File: config.mk
export PLATFORM = sky130hd
export DESIGN_NAME = instruction_cache
export DESIGN_NICKNAME = d
export VERILOG_FILES = /design/src/rtl/instruction_cache_pkg.sv /design/src/rtl/icache_line_store.sv /design/src/rtl/instruction_cache.sv
export SDC_FILE = /design/constraint.sdc
export NUM_CORES = 2
export LEC_CHECK = 0
export BUFFER_PORTS_ARGS = -buffer_cell sky130_fd_sc_hd__buf_2
export CAP_MARGIN = 20
export CORE_MARGIN = 4
export CORE_UTILIZATION = 50
export DETAILED_ROUTE_END_ITERATION = 10
export PLACE_DENSITY = 0.69
export SETUP_SLACK_MARGIN = 0.5
export SLEW_MARGIN = 0
export SYNTH_ARGS = -nofsm -noshare
export SYNTH_HDL_FRONTEND = slang
export SYNTH_SLANG_ARGS = --single-unit
File: constraint.sdc
create_clock -name clk_i -period 34.1 [get_ports clk_i]
set_input_delay 6.82 -clock clk_i [delete_from_list [all_inputs] [get_ports clk_i]]
set_output_delay 6.82 -clock clk_i [all_outputs]
set_load 0.01 [all_outputs]
File: src/rtl/instruction_cache_pkg.sv
// Shared compute-unit types for the fetch/decode path: PC, warp id, active mask,
// encoded instruction, and the request record passed from the cache to the decoder.
package instruction_cache_pkg;

  localparam int IC_PC_W        = 32;
  localparam int IC_NUM_WARPS   = 8;
  localparam int IC_WARP_W      = 32;
  localparam int IC_INST_W      = 32;
  localparam int IC_LINE_INSTS  = 4;
  localparam int IC_NUM_LINES   = 16;
  localparam int IC_WID_W       = (IC_NUM_WARPS > 1) ? $clog2(IC_NUM_WARPS) : 1;

  typedef logic [IC_PC_W-1:0]   pc_t;
  typedef logic [IC_WID_W-1:0]  wid_t;
  typedef logic [IC_WARP_W-1:0] act_mask_t;
  typedef logic [IC_INST_W-1:0] enc_inst_t;

  typedef struct packed {
    pc_t       pc;
    act_mask_t act_mask;
    wid_t      warp_id;
  } ic_req_t;

endpackage

File: src/rtl/icache_line_store.sv
// Valid/tag/data storage for the direct-mapped instruction cache: combinational
// read port, single write port, and a one-cycle invalidate of every valid bit.
module icache_line_store #(
  parameter int NumLines  = 16,
  parameter int IndexBits = 4,
  parameter int TagBits   = 26,
  parameter int LineWidth = 128
) (
  input  logic                 clk,
  input  logic                 rst_n,
  input  logic [IndexBits-1:0] rd_index,
  output logic                 rd_valid,
  output logic [TagBits-1:0]   rd_tag,
  output logic [LineWidth-1:0] rd_line,
  input  logic                 wr_en,
  input  logic [IndexBits-1:0] wr_index,
  input  logic [TagBits-1:0]   wr_tag,
  input  logic [LineWidth-1:0] wr_line,
  input  logic                 set_valid,
  input  logic                 invalidate_all
);

  logic [NumLines-1:0]  valid;
  logic [TagBits-1:0]   tags  [NumLines];
  logic [LineWidth-1:0] lines [NumLines];

  // Only the valid bits are reset; tag and data contents are meaningless until a line is valid.
  always_ff @(posedge clk or negedge rst_n) begin
    if (!rst_n) begin
      valid <= '0;
    end else if (invalidate_all) begin
      valid <= '0;
    end else if (wr_en) begin
      valid[wr_index] <= set_valid;
    end
  end

  always_ff @(posedge clk) begin
    if (wr_en) begin
      tags[wr_index]  <= wr_tag;
      lines[wr_index] <= wr_line;
    end
  end

  assign rd_valid = valid[rd_index];
  assign rd_tag   = tags[rd_index];
  assign rd_line  = lines[rd_index];

endmodule

File: src/rtl/instruction_cache.sv
// Direct-mapped blocking instruction cache: one lookup per cycle, single outstanding
// line refill on a miss, then the lookup is replayed and hits.
module instruction_cache
  import instruction_cache_pkg::*;
#(
  parameter int PcWidth        = IC_PC_W,
  parameter int NumWarps       = IC_NUM_WARPS,
  parameter int WarpWidth      = IC_WARP_W,
  parameter int EncInstWidth   = IC_INST_W,
  parameter int CachelineInsts = IC_LINE_INSTS,
  parameter int NumLines       = IC_NUM_LINES,
  localparam int OffsetBits    = $clog2(CachelineInsts),
  localparam int IndexBits     = $clog2(NumLines),
  localparam int TagBits       = PcWidth - OffsetBits - IndexBits,
  localparam int WidWidth      = (NumWarps > 1) ? $clog2(NumWarps) : 1,
  localparam int LineWidth     = CachelineInsts * EncInstWidth
) (
  input  logic                          clk_i,
  input  logic                          rst_ni,
  input  logic                          fe_valid_i,
  output logic                          ic_ready_o,
  input  logic [PcWidth-1:0]            fe_pc_i,
  input  logic [WarpWidth-1:0]          fe_act_mask_i,
  input  logic [WidWidth-1:0]           fe_warp_id_i,
  output logic                          ic_valid_o,
  input  logic                          dec_ready_i,
  output logic [PcWidth-1:0]            ic_pc_o,
  output logic [WarpWidth-1:0]          ic_act_mask_o,
  output logic [WidWidth-1:0]           ic_warp_id_o,
  output logic [EncInstWidth-1:0]       ic_inst_o,
  output logic                          mem_req_valid_o,
  input  logic                          mem_req_ready_i,
  output logic [PcWidth-OffsetBits-1:0] mem_req_addr_o,
  input  logic                          mem_rsp_valid_i,
  input  logic [LineWidth-1:0]          mem_rsp_data_i,
  input  logic                          flush_i
);

  typedef enum logic [1:0] {IDLE, LOOKUP, MISS_REQ, MISS_WAIT} state_t;

  state_t                 state, state_next;
  logic                   flush_pending;
  logic [PcWidth-1:0]     req_pc;
  logic [WarpWidth-1:0]   req_mask;
  logic [WidWidth-1:0]    req_wid;

  logic [OffsetBits-1:0]  req_offset;
  logic [IndexBits-1:0]   req_index;
  logic [TagBits-1:0]     req_tag;
  logic                   rd_valid;
  logic [TagBits-1:0]     rd_tag;
  logic [LineWidth-1:0]   rd_line;
  logic                   hit, lookup_hit, accept, refill, invalidate;

  assign req_offset = req_pc[OffsetBits-1:0];
  assign req_index  = req_pc[OffsetBits +: IndexBits];
  assign req_tag    = req_pc[PcWidth-1 -: TagBits];

  icache_line_store #(
    .NumLines (NumLines),
    .IndexBits(IndexBits),
    .TagBits  (TagBits),
    .LineWidth(LineWidth)
  ) u_store (
    .clk           (clk_i),
    .rst_n         (rst_ni),
    .rd_index      (req_index),
    .rd_valid      (rd_valid),
    .rd_tag        (rd_tag),
    .rd_line       (rd_line),
    .wr_en         (refill),
    .wr_index      (req_index),
    .wr_tag        (req_tag),
    .wr_line       (mem_rsp_data_i),
    .set_valid     (refill),
    .invalidate_all(invalidate)
  );

  assign hit        = rd_valid && (rd_tag == req_tag);
  assign lookup_hit = (state == LOOKUP) && hit;
  assign refill     = (state == MISS_WAIT) && mem_rsp_valid_i;
  assign invalidate = (state == IDLE) && flush_pending;
  // Gated by rst_ni so ready is low while reset is held, not just after it.
  assign ic_ready_o = rst_ni && !flush_pending &&
                      ((state == IDLE) || (lookup_hit && dec_ready_i));
  assign accept     = fe_valid_i && ic_ready_o;

  always_comb begin
    state_next = state;
    case (state)
      IDLE:      if (accept) state_next = LOOKUP;
      LOOKUP:    if (!hit) state_next = MISS_REQ;
                 else if (dec_ready_i) state_next = accept ? LOOKUP : IDLE;
      MISS_REQ:  if (mem_req_ready_i) state_next = MISS_WAIT;
      MISS_WAIT: if (mem_rsp_valid_i) state_next = LOOKUP;
      default:   state_next = IDLE;
    endcase
  end

  always_ff @(posedge clk_i or negedge rst_ni) begin
    if (!rst_ni) begin
      state         <= IDLE;
      flush_pending <= 1'b0;
    end else begin
      state <= state_next;
      if (flush_i) flush_pending <= 1'b1;
      else if (invalidate) flush_pending <= 1'b0;
    end
  end

  always_ff @(posedge clk_i) begin
    if (accept) begin
      req_pc   <= fe_pc_i;
      req_mask <= fe_act_mask_i;
      req_wid  <= fe_warp_id_i;
    end
  end

  // Outputs are forced to zero outside their valid windows so nothing unreset leaks out.
  assign ic_valid_o      = lookup_hit;
  assign ic_pc_o         = lookup_hit ? req_pc : '0;
  assign ic_act_mask_o   = lookup_hit ? req_mask : '0;
  assign ic_warp_id_o    = lookup_hit ? req_wid : '0;
  assign ic_inst_o       = lookup_hit ? rd_line[int'(req_offset)*EncInstWidth +: EncInstWidth] : '0;
  assign mem_req_valid_o = (state == MISS_REQ);
  assign mem_req_addr_o  = (state == MISS_REQ) ? req_pc[PcWidth-1:OffsetBits] : '0;

  unexpected_rsp: assert property (@(posedge clk_i) disable iff (!rst_ni)
    mem_rsp_valid_i |-> (state == MISS_WAIT))
    else $error("instruction_cache: refill response outside MISS_WAIT");

endmodule

==> impl_metrics.py <==
metrics = {
    "yosys": {
        "synth-seq-cells": 2554,
        "synth_xor_area_frac": 0.00222,
        "synth_top_cell_by_area": "edfxtp_1",
        "syn_inst": 4137,
        "synth_area_leaders": "edfxtp_1 77%, mux4_2 17%, mux2i_1 0.95%",
        "synth_seq_area_share": 0.777,
        "synth.avg_cell_area_um2": 23.8,
        "synth-simple-area-share": 0.0167,
        "synthArstFlopShare": 0.00744,
        "ys_warn_count": 0,
        "synthAdderAreaFrac": 0.000508,
        "yosysUniqueCellTypes": 70,
        "synth-main-ff-cell": "edfxtp_1",
        "syn-cell-area_um2": 98500,
        "muxShareOfSynthArea": 0.181,
        "synth_edf_count": 2531,
        "synth_compound_area_frac": 0.00944,
        "syn_nets": 4343,
        "netlist.area_leader.share": 0.771,
        "synth_top_family_by_area": "multiplexers",
    },
    "worst_setup_path": {
        "cp_cell_sequence": "buf_2 -> a41oi_1 -> nor3b_1 -> buf_2",
        "critPathMaxStageDelay_ps": 280,
        "cp_num_buf_inv": 2,
        "worstSetupPathType": "primary input to output pin",
        "arrival_ps": 7720,
        "cpMostUsedCell": "buf_2",
        "critPathRequiredTime_ps": 27280,
        "cp-start-kind": "primary input",
        "cp_slowest_cell": "nor3b_1",
        "path_max_fanout": 13,
        "crit_family": "buffers and inverters",
        "cp-end-kind": "output pin",
    },
    "timing": {
        "tightest_slew_ps": 1350,
        "timing.fmax_mhz": 68.8,
        "setup_violations": 0,
        "fin_tns_setup_ps": 0,
        "slew_viol_final": 0,
        "grt_setup_unrepaired": "no",
        "whs_ps": 485,
        "min_period_ps": 14540,
        "finalHoldViolCount": 0,
        "max_slew_margin": 0.0967,
        "timing.final.crit_share": 0.427,
        "fin_worst_skew_ps": 63.8,
    },
    "cells_and_area": {
        "fillerInstances": 13900,
        "drive_gt1_frac": 0.321,
        "mostFrequentLayoutCells": "2531 x edfxtp_1, 741 x mux4_2, 333 x buf_2, 280 x clkbuf_16, 94 x mux2i_1",
        "final_nets": 4810,
        "final_common_cell": "edfxtp_1",
        "area_growth_pct": 13.6,
        "layout.cells.non_filler": 7439,
        "fin_area_um2": 112000,
    },
    "floorplanning": {
        "die_area_um2": 204000,
        "io_pins": 334,
        "core_um2": 195000,
        "dieHeight_um": 452,
        "start_util": 0.504,
        "die_w_um": 452,
        "row_count": 162,
    },
    "pwr": {
        "p_total_w": 0.00723,
        "ir_worst_vdd_uv": 48.0,
        "p_per_area_nw_per_um2": 64.7,
        "p_leak_nw": 36.1,
    },
    "clocking": {
        "clkLatencyLatePin_ps": 910,
        "cts_setup_buffers": 0,
        "clock_path_buffers": 4,
        "cts_hold_buf": 0,
        "htree_levels": 5,
        "cts_tree": "yes",
        "root_buffer": "clkbuf_16",
        "cts_buffers": 274,
        "ctsResizeCount": 0,
        "clock-sinks": 2554,
        "clkTransAtPathRegs_ps": 60,
    },
    "global_routing": {
        "grt_overflow": 0,
        "grt_pass1_vias": 47500,
        "grt_pass1_wl_um": 330000,
        "grt_use_total": 0.221,
        "antenna_found_initial": 77,
        "grt_max_degree": 144,
    },
    "detailed_routing": {
        "antenna_left": 0,
        "routed_wl_um": 223000,
        "vias_per_cell": 6.12,
        "initialDrtViolationCount": 5158,
        "drcViolationCount": 0,
        "avgRoutedWirePerCell_um": 30.0,
        "drt_pre_antenna_iters": 6,
        "num_vias": 45600,
    },
    "min_path": {
        "hold_class": "flop to flop",
    },
    "place": {
        "dp_cells": 6949,
        "io_buffers": 333,
        "dpl_cell_area_um2": 103000,
        "dp_hpwl_um": 117000,
        "globalplace.congestion": 0.860,
    },
    "run": {
        "cap_violations": 0,
    },
    "run_status": {
        "status": "completed",
    },
}
## power breakdown
group	total [W]	switching (W)	internal [W]
clock network	0.00279	0.00114	0.00165
logic	0.000930	0.000467	0.000464
registers	0.00351	0.0000313	0.00348
total	0.00723	0.00164	0.00560
## worst paths after layout
| path | end | start | slack, ps | cells past startpoint |
|---|---|---|---|---|
| setup reg to reg | req_pc[31] | flop | 26410 | 12 |
| min in group asynchronous | flush_pending | rst_ni | 5900 | 1 |
| hold / removal | u_store.valid[2] | u_store.valid[2] | 490 | 1 |
| hold reg to reg | u_store.valid[2] | u_store.valid[2] | 490 | 1 |
| setup / recovery | ic_ready_o | dec_ready_i | 19560 | 4 |
| max in group asynchronous | u_store.valid[4] | rst_ni | 27840 | 1 |
## through the flow
| stage | utilization | setup WS [ps] |
|---|---|---|
| after global routing | 0.573 | 19460 |
| after global placement | 0.529 | 19620 |
| after floorplan | - | 15560 |
| after detailed placement | 0.529 | 19570 |
| after CTS | 0.572 | 19570 |
| final | 0.573 | 19560 |
## layer usage
metal / GRT usage / share of wire
met1: 0.297 / 0.39
met2: 0.372 / 0.52
met3: 0.0366 / 0.066
met4: 0.0750 / 0.030
met5: 0 / 0.00057
## state kept, by name (all words and copies together) (netlist names), named ones only
name and count:
u_store.tags 416, flush_pending 1, req_pc 32, state 2, req_mask 32, u_store.valid 16, u_store.lines 2048, req_wid 3
## cells in the mapped netlist, types with 17 or more instances
cell type,n
mux2i_1,94
buf_1,66
nor2_1,36
xnor2_1,25
a22oi_1,28
nor3_1,87
mux4_2,741
edfxtp_1,2531
clkbuf_1,107
o21a_1,17
buf_2,25
and2_1,36
nor3b_1,36
nand2_1,22
dfrtp_1,19
inv_1,72
## kinds of logic after synthesis
| family | after synthesis |
|---|---|
| xor gates and xnor gates | 25 |
| muxes | 849 |
| buffers and inverters | 296 |
| adders and majority gates | 4 |
| AOI/OAI and AO/OA | 119 |
| and+or+nand+nor | 290 |
| DFF | 2554 |
## cell type report
type                    instances  area [um^2]  share of cell area
flip-flops and latches       2554        76600               0.684
multi-input cells            1287        20800               0.186
clock buffers                 337         7230              0.0646
well taps                    2624         3280              0.0293
repair buffers                413         2540              0.0227
clock inverters               127         1110             0.00993
inverters                      74          288             0.00257
diodes                         23         57.6            0.000514
No activity file was read; power rests on OpenSTA's default activity.
